==> src/rtl/hex_raster_batch_scheduler.sv <==
// Packs round-robin hex samples into one 10-lane rasterizer batch and drains results tagged by requester.
// Latency: issue 1 cycle after the last accept, results 1 cycle after rast_valid_out; req_ready held low and res_* held stable under res_ready=0.
module hex_raster_batch_scheduler #(
   parameter int LANES   = 10,
   parameter int NUM_REQ = 4,
   parameter int TIMEOUT = 16,
   parameter int ID_W    = 2
) (
   input  logic                   clk,
   input  logic                   reset_n,
   input  logic [NUM_REQ-1:0]     req_valid,
   output logic [NUM_REQ-1:0]     req_ready,
   input  logic [NUM_REQ*32-1:0]  req_q_f,
   input  logic [NUM_REQ*32-1:0]  req_r_f,
   input  logic [NUM_REQ*32-1:0]  req_s_f,
   input  logic                   flush,
   output logic                   rast_valid_in,
   output logic [LANES*32-1:0]    rast_q_f,
   output logic [LANES*32-1:0]    rast_r_f,
   output logic [LANES*32-1:0]    rast_s_f,
   input  logic                   rast_valid_out,
   input  logic [LANES*16-1:0]    rast_q,
   input  logic [LANES*16-1:0]    rast_r,
   input  logic [LANES*8-1:0]     rast_depth,
   output logic                   res_valid,
   input  logic                   res_ready,
   output logic [ID_W-1:0]        res_id,
   output logic [15:0]            res_q,
   output logic [15:0]            res_r,
   output logic [7:0]             res_depth,
   output logic                   busy,
   output logic                   err_unexpected
);

   localparam int CNT_W = $clog2(LANES + 1);
   localparam int IDX_W = $clog2(LANES);
   localparam int TMR_W = $clog2(TIMEOUT + 1);
   localparam logic [ID_W:0] NREQ_W = (ID_W + 1)'(NUM_REQ);

   typedef struct packed {
      logic [ID_W-1:0] id;
      logic [31:0]     q_f;
      logic [31:0]     r_f;
      logic [31:0]     s_f;
   } lane_t;

   typedef struct packed {
      logic [15:0] q;
      logic [15:0] r;
      logic [7:0]  depth;
   } res_t;

   typedef enum logic [1:0] {FILL, ISSUE, WAIT, DRAIN} state_t;

   state_t            state;
   logic [CNT_W-1:0]  count;
   logic [TMR_W-1:0]  timer;
   logic [ID_W-1:0]   rr_ptr;
   logic [IDX_W-1:0]  idx;
   lane_t             lane    [LANES];
   res_t              res_buf [LANES];

   logic              gnt_vld;
   logic [ID_W-1:0]   gnt_id;
   logic [ID_W:0]     cand;
   lane_t             new_lane;
   logic              hs;
   logic              last_acc;
   logic              early;

   // Round-robin search starting at rr_ptr, wrapping at NUM_REQ.
   always_comb begin
      gnt_vld  = 1'b0;
      gnt_id   = '0;
      cand     = '0;
      new_lane = '0;
      for (int i = 0; i < NUM_REQ; i++) begin
         cand = {1'b0, rr_ptr} + (ID_W + 1)'(i);
         if (cand >= NREQ_W) cand = cand - NREQ_W;
         if (!gnt_vld && req_valid[cand[ID_W-1:0]]) begin
            gnt_vld = 1'b1;
            gnt_id  = cand[ID_W-1:0];
         end
      end
      new_lane.id  = gnt_id;
      new_lane.q_f = req_q_f[32*int'(gnt_id) +: 32];
      new_lane.r_f = req_r_f[32*int'(gnt_id) +: 32];
      new_lane.s_f = req_s_f[32*int'(gnt_id) +: 32];
   end

   assign hs        = (state == FILL) && gnt_vld;
   assign req_ready = (reset_n && hs) ? (NUM_REQ'(1) << gnt_id) : '0;
   assign last_acc  = hs && (count == CNT_W'(LANES - 1));
   assign early     = (count != '0) && ((timer == TMR_W'(TIMEOUT - 1)) || flush);

   always_ff @(posedge clk or negedge reset_n) begin
      if (!reset_n) begin
         state          <= FILL;
         count          <= '0;
         timer          <= '0;
         rr_ptr         <= '0;
         idx            <= '0;
         err_unexpected <= 1'b0;
         for (int l = 0; l < LANES; l++) begin
            lane[l]    <= '0;
            res_buf[l] <= '0;
         end
      end else begin
         if (rast_valid_out && state != WAIT) err_unexpected <= 1'b1;
         case (state)
            FILL: begin
               if (count != '0) timer <= timer + 1'b1;
               if (hs) begin
                  for (int l = 0; l < LANES; l++)
                     if (CNT_W'(l) == count) lane[l] <= new_lane;
                  count  <= count + 1'b1;
                  rr_ptr <= (gnt_id == ID_W'(NUM_REQ - 1)) ? '0 : gnt_id + 1'b1;
               end
               // A sample handshaken alongside a timeout/flush still joins this batch.
               if (last_acc || early) state <= ISSUE;
            end
            ISSUE: state <= WAIT;
            WAIT: begin
               if (rast_valid_out) begin
                  for (int l = 0; l < LANES; l++)
                     if (CNT_W'(l) < count)
                        res_buf[l] <= '{q:     rast_q[16*l +: 16],
                                        r:     rast_r[16*l +: 16],
                                        depth: rast_depth[8*l +: 8]};
                  idx   <= '0;
                  state <= DRAIN;
               end
            end
            DRAIN: begin
               if (res_ready) begin
                  if (CNT_W'(idx) + 1'b1 == count) begin
                     state <= FILL;
                     count <= '0;
                     timer <= '0;
                     idx   <= '0;
                  end else begin
                     idx <= idx + 1'b1;
                  end
               end
            end
            default: state <= FILL;
         endcase
      end
   end

   assign rast_valid_in = (state == ISSUE);
   assign res_valid     = (state == DRAIN);
   assign busy          = (state != FILL) || (count != '0);

   // Unused lanes launch as zero so the rasterizer sees clean operands.
   always_comb begin
      rast_q_f = '0;
      rast_r_f = '0;
      rast_s_f = '0;
      if (state == ISSUE) begin
         for (int l = 0; l < LANES; l++) begin
            if (CNT_W'(l) < count) begin
               rast_q_f[32*l +: 32] = lane[l].q_f;
               rast_r_f[32*l +: 32] = lane[l].r_f;
               rast_s_f[32*l +: 32] = lane[l].s_f;
            end
         end
      end
   end

   always_comb begin
      res_id    = '0;
      res_q     = '0;
      res_r     = '0;
      res_depth = '0;
      if (state == DRAIN) begin
         res_id    = lane[idx].id;
         res_q     = res_buf[idx].q;
         res_r     = res_buf[idx].r;
         res_depth = res_buf[idx].depth;
      end
   end

endmodule

==> config.mk <==
export PLATFORM = sky130hd
export DESIGN_NAME = hex_raster_batch_scheduler
export DESIGN_NICKNAME = d
export VERILOG_FILES = /design/src/rtl/hex_raster_batch_scheduler.sv
export SDC_FILE = /design/constraint.sdc
export NUM_CORES = 2
export LEC_CHECK = 0
export CAP_MARGIN = 20
export CORE_AREA = 2 2 695 697
export CTS_CLUSTER_SIZE = 8
export DETAILED_ROUTE_END_ITERATION = 10
export DIE_AREA = 0 0 697 699
export PLACE_DENSITY_LB_ADDON = 0.08
export SYNTH_ARGS = -nofsm -noshare
export SYNTH_HDL_FRONTEND = slang
export SYNTH_SLANG_ARGS = --single-unit
==> constraint.sdc <==
create_clock -name clk -period 2.4 [get_ports clk]
set_input_delay 0.48 -clock clk [delete_from_list [all_inputs] [get_ports clk]]
set_output_delay 0.48 -clock clk [all_outputs]
set_load 0.02 [all_outputs]
# After elaboration in Yosys (flattened, before gate mapping)
# Cells that the tools add are included.
op_classes:
  addsub: 11
  n_mux: 82
  bitwise: 1
  n_shift: 4
  magnitude_cmp: 19
  n_reduce_logical: 45
  n_eq_ne: 23
ops:
  columns: ["op", "count"]
  rows:
  - ["$mux W32", 30]
  - ["$mux W320", 3]
  - ["$bmux W98 S4", 1]
  - ["$shiftx A128 B8 Y32", 3]
  - ["$mux W98", 2]
  - ["$bmux W40 S4", 1]
  - ["$mux W40", 2]
  - ["$reduce_and A3 Y1", 21]
  - ["$mux W16", 2]
  - ["$mux W2", 14]
  - ["$mux W4", 7]
  - ["$eq A3 B4 Y1 const A", 4]
  - ["$lt A3 B4 Y1 const A", 4]
  - ["$pmux W4 S2", 2]
  - ["$mux W5", 3]
  - ["$lt A2 B3 Y1 const B", 4]
  - ["$reduce_and A4 Y1", 3]
  - ["$pmux W5 S2", 1]
  - ["$ge A3 B3 Y1 const B", 3]
  - ["$add A4 B1 Y4 const B", 2]
  - ["$bmux W1 S2", 4]
  - ["$eq A2 B4 Y1 const A", 2]
  - ["$eq A4 B4 Y1 const A", 2]
  - ["$logic_and A1 B1 Y1", 8]
  - ["other kinds (30)", 57]
totals:
  regBits: 1398
  input_bits: 793
  word_cells: 261
  out_inout_bits: 1010

# Longest topological paths before layout
logic_depth:
  ltp_word: 19
  mapped_depth: 9
  ltp_nobuf: 7

# Worst setup path before layout
# No wires, ideal clock.
synth_path:
  path_kind: "flip-flop to flip-flop"
  startpoint: "register count[1]"
  endpoint: "register lane[968] in the netlist's numbering"
  setup_slack_ps: -231
  stages_incl_launch_ff: 10
  n_path_buf: 4
  t_arrival_ps: 2507
  cell_sequence: "dfrtp_1 clkbuf_1 inv_1 ha_1 or3b_2 clkbuf_1 nor2_1 buf_4 buf_2 mux2_2"
synth_between:
  elab_chain_cells: 2
synth_rtl:
  columns: ["element", "line", "rtl"]
  rows:
  - ["start: declaration", "56", "logic [CNT_W-1:0] count;"]
  - ["start signal: assignment", "116", "count <= count + 1'b1;"]
  - ["$logic_not A4 Y1", "115", "if (CNT_W'(l) == count) lane[l] <= new_lane;"]
  - ["$reduce_and A3 Y1 (no source line)", null, null]
  - ["end signal: indexed assignment", "115", null]
  - ["end: declaration", "60", "lane_t lane [LANES];"]
# No other way between the ends.
# A chain may end at the register's enable or synchronous reset.

# Worst setup path after layout
layout_path:
  startpoint: "register idx[0]"
  endpoint: "output res_r[4]"
layout_between:
  elab_chain_cells: 5
layout_rtl:
  columns: ["element", "line", "rtl"]
  rows:
  - ["start: declaration", "59", "logic [IDX_W-1:0] idx;"]
  - ["start signal: assignment", "142", "idx <= idx + 1'b1;"]
  - ["$not A4 Y5 (implied by the code)", "179", "res_r = res_buf[idx].r;"]
  - ["$bmux W40 S4", "179", null]
  - ["$mux W40 (2 in a row)", null, null]
  - ["$mux W16", "176", "if (state == DRAIN) begin"]
  - ["end: declaration", "29", "output logic [15:0] res_r,"]
# No other way between the ends. The select of a mux whose other input is x is not followed.

==> results.sh <==
export IMPL_endpoint_kind="primary output"
export IMPL_worstReg2RegStart="count[1]"
export IMPL_clockRootBuffer="clkbuf_16"
export IMPL_cts_tree="done"
export IMPL_wl_per_cell_um=33.3
export IMPL_critical_path_top_delay_family="buffers and inverters"
export IMPL_fp_dieArea_sq_um=487000
export IMPL_initial_utilization=0.134
export IMPL_via_per_inst=3.69
export IMPL_max_cap_violations=0
export IMPL_die_y_um=699
export IMPL_first_global_vias=53200
export IMPL_critPathLaunch="idx[0]"
export IMPL_hold_viol_final=0
export IMPL_crit_path_start_kind="flip-flop"
export IMPL_placed_area_sq_um=99100
export IMPL_synth_warning_count=0
export IMPL_rsz0062_at_grt="true"
export IMPL_drt_iter0_drc=2483
export IMPL_antenna_found_initial=173
export IMPL_fin_skew_ns=0.0550
export IMPL_grt_remaining_overflow=0
export IMPL_cts_made_buffers=207
export IMPL_timing_setup_tns_ns=-1293.56
export IMPL_finalMaxSlewViolations=0
export IMPL_synth_top_area_cell="dfrtp_1"
export IMPL_netlist_area_sq_um=64600
export IMPL_final_setup_worst_slack_ns=-1.13
export IMPL_die_x_um=697
export IMPL_synth_net_count=5417
export IMPL_final_area_sq_um=109000
export IMPL_drt_pre_antenna_iters=5
export IMPL_vias=50200
export IMPL_hold_slack_ns=0.181
export IMPL_clk_pin_slew_ns=0.05
export IMPL_max_stage_delay_ns=0.52
export IMPL_port_buffers=1802
export IMPL_dp_cells=13100
export IMPL_power_mw=127
export IMPL_clock_sinks=1398
export IMPL_powerDensity_nw_per_um2=1160
export IMPL_required_ns=1.92
export IMPL_critPathBufInv=5
export IMPL_status="finished with violations"
export IMPL_drtAntennaViolNets=0
export IMPL_num_rows=255
export IMPL_max_freq_ghz=0.283
export IMPL_syn_instance_count=4609
export IMPL_syn_avg_cell_area_sq_um=14.0
export IMPL_synthArstFlopShare=1.00
export IMPL_clk_latency_ns=0.94
export IMPL_finalSetupViolCount=2006
export IMPL_synth_flop_cell="dfrtp_1"
export IMPL_leakagePower_nw=47.9
export IMPL_dp_hpwl_mm=339
export IMPL_place_ws_ns=-1.28
export IMPL_area_growth_pct=68.9
export IMPL_period_needed_ns=3.53
export IMPL_synth_distinct_cells=50
export IMPL_worstPathArrival_ns=3.05
export IMPL_grt_max_degree=120
export IMPL_wl_mm=453
export IMPL_max_slew_margin=0.422
export IMPL_hold_start="rast_q[69]"
export IMPL_drc=0
export IMPL_ys_seq_area_frac=0.542
export IMPL_path_class="reg -> out"
export IMPL_path_cells="buf_12, buf_12, buf_6, mux4_2, mux2i_1, buf_4, o22a_4, nor2_4, buf_6"
export IMPL_core_region_area_sq_um=480000
export IMPL_critPathMaxFanout=5
export IMPL_final_nets=7867
export IMPL_worst_pin_slew_ns=0.867
export IMPL_violations="negative setup slack"
export IMPL_layout_common_cells="1390 x dfrtp_1, 1352 x mux2_2, 799 x clkdlybuf4s50_1"
export IMPL_final_util=0.227
export IMPL_cp_slowest_cell="dfrtp_4"
export IMPL_synth_edf_count=0
export IMPL_htree_levels=4
export IMPL_groute_usage_overall=0.176
export IMPL_boundaryPins=1803
export IMPL_hp_class="in -> reg"
export IMPL_fin_cells=13600
export IMPL_layout_drive_gt1_share=0.514
export IMPL_ys_ff_latch=1398
export IMPL_clockBufferDepth=4
export IMPL_peakVddDrop_mv=0.571
export IMPL_grt_pass1_wl_mm=570
export IMPL_yosysTopAreaCellShare=0.542
export IMPL_layout_commonest_cell="dfrtp_1"
export IMPL_place_gp_congestion=0.803
export IMPL_synth_area_top_cells="dfrtp_1 54%, mux2_2 24%, and2_1 7.5%"
export IMPL_post_route_period_util=1.47
-- cells by family (layout without fill, tap and decap cells) --
group                      Yosys count  count (layout)  synth area share
DFF                               1398            1398             0.542
muxes                             1638            1638             0.317
adders and majority gates           15              15           0.00291
other                                0              48                 0
and+or+nand+nor                   1088            1088             0.102
xor gates and xnor gates             7               7           0.00118
AOI/OAI and AO/OA                  104             104            0.0121
buffers and inverters              359            2880            0.0231
-- registers in the layout, indices dropped and copies added, names as in the netlist --
register        flops
state               2
rr_ptr              2
err_unexpected      1
lane              980
count               4
idx                 4
timer               5
res_buf           400
-- power by group --
| part | switching, mW | leakage [nW] | internal [mW] |
|---|---|---|---|
| clock network | 12.2 | 2.83 | 16.1 |
| logic | 29.1 | 27.5 | 29.6 |
| registers | 5.54 | 17.6 | 34.3 |
-- layer usage --
layer  track usage  part of all wire
met1         0.205              0.40
met3        0.0379             0.052
met2         0.325              0.52
met5             0           0.00041
met4        0.0421             0.026
-- cells in the mapped netlist (all sizes together) (2+ instances only) --
cell type,n
clkbuf,249
o22ai,2
nor2b,9
and3,202
nand2b,6
xor2,2
and2,771
mux2,1373
inv,12
ha,15
o2bb2ai,5
nor2,58
buf,98
nand3,6
o21ai,20
xnor2,4
o22a,43
a211o,2
mux4,180
a21o,4
mux2i,85
o21a,4
nand2,24
a21oi,16
dfrtp,1398
nor3,6
-- final cells by class --
| class | count | area [sq um] |
|---|---|---|
| inverters | 12 | 52.6 |
| fillers | 50900 | 371000 |
| diodes | 48 | 120 |
| clock inverters | 14 | 219 |
| well taps | 6425 | 8040 |
| multi-input cells | 2852 | 29400 |
| flip-flops and latches | 1398 | 35000 |
| repair buffers | 2588 | 30600 |
| clock buffers | 266 | 5580 |
-- final timing paths --
| path | cells past startpoint | slack, ns | to |
|---|---|---|---|
| max in group asynchronous | 8 | 0.25 | lane[641] |
| worst max-delay path | 9 | -1.13 | res_r[4] |
| worst max register to register | 11 | -0.58 | lane[898] |
| worst min register to register | 1 | 0.48 | err_unexpected |
| min in group asynchronous | 5 | 0.54 | count[1] |
| worst min-delay path | 2 | 0.18 | res_buf[229] |
-- repair_timing --
| action | CTS | global route |
|---|---|---|
| hold buffers | 5 | 0 |
| pin swaps | 22 | 107 |
| gates cloned | 18 | 27 |
| endpoints found under the hold margin | 298 | 0 |
| gates resized for setup | 1093 | 961 |
| buffers inserted | 65 | 103 |
| endpoints found under the setup margin | 2044 | 2123 |
No activity file was read; power rests on OpenSTA's default activity.
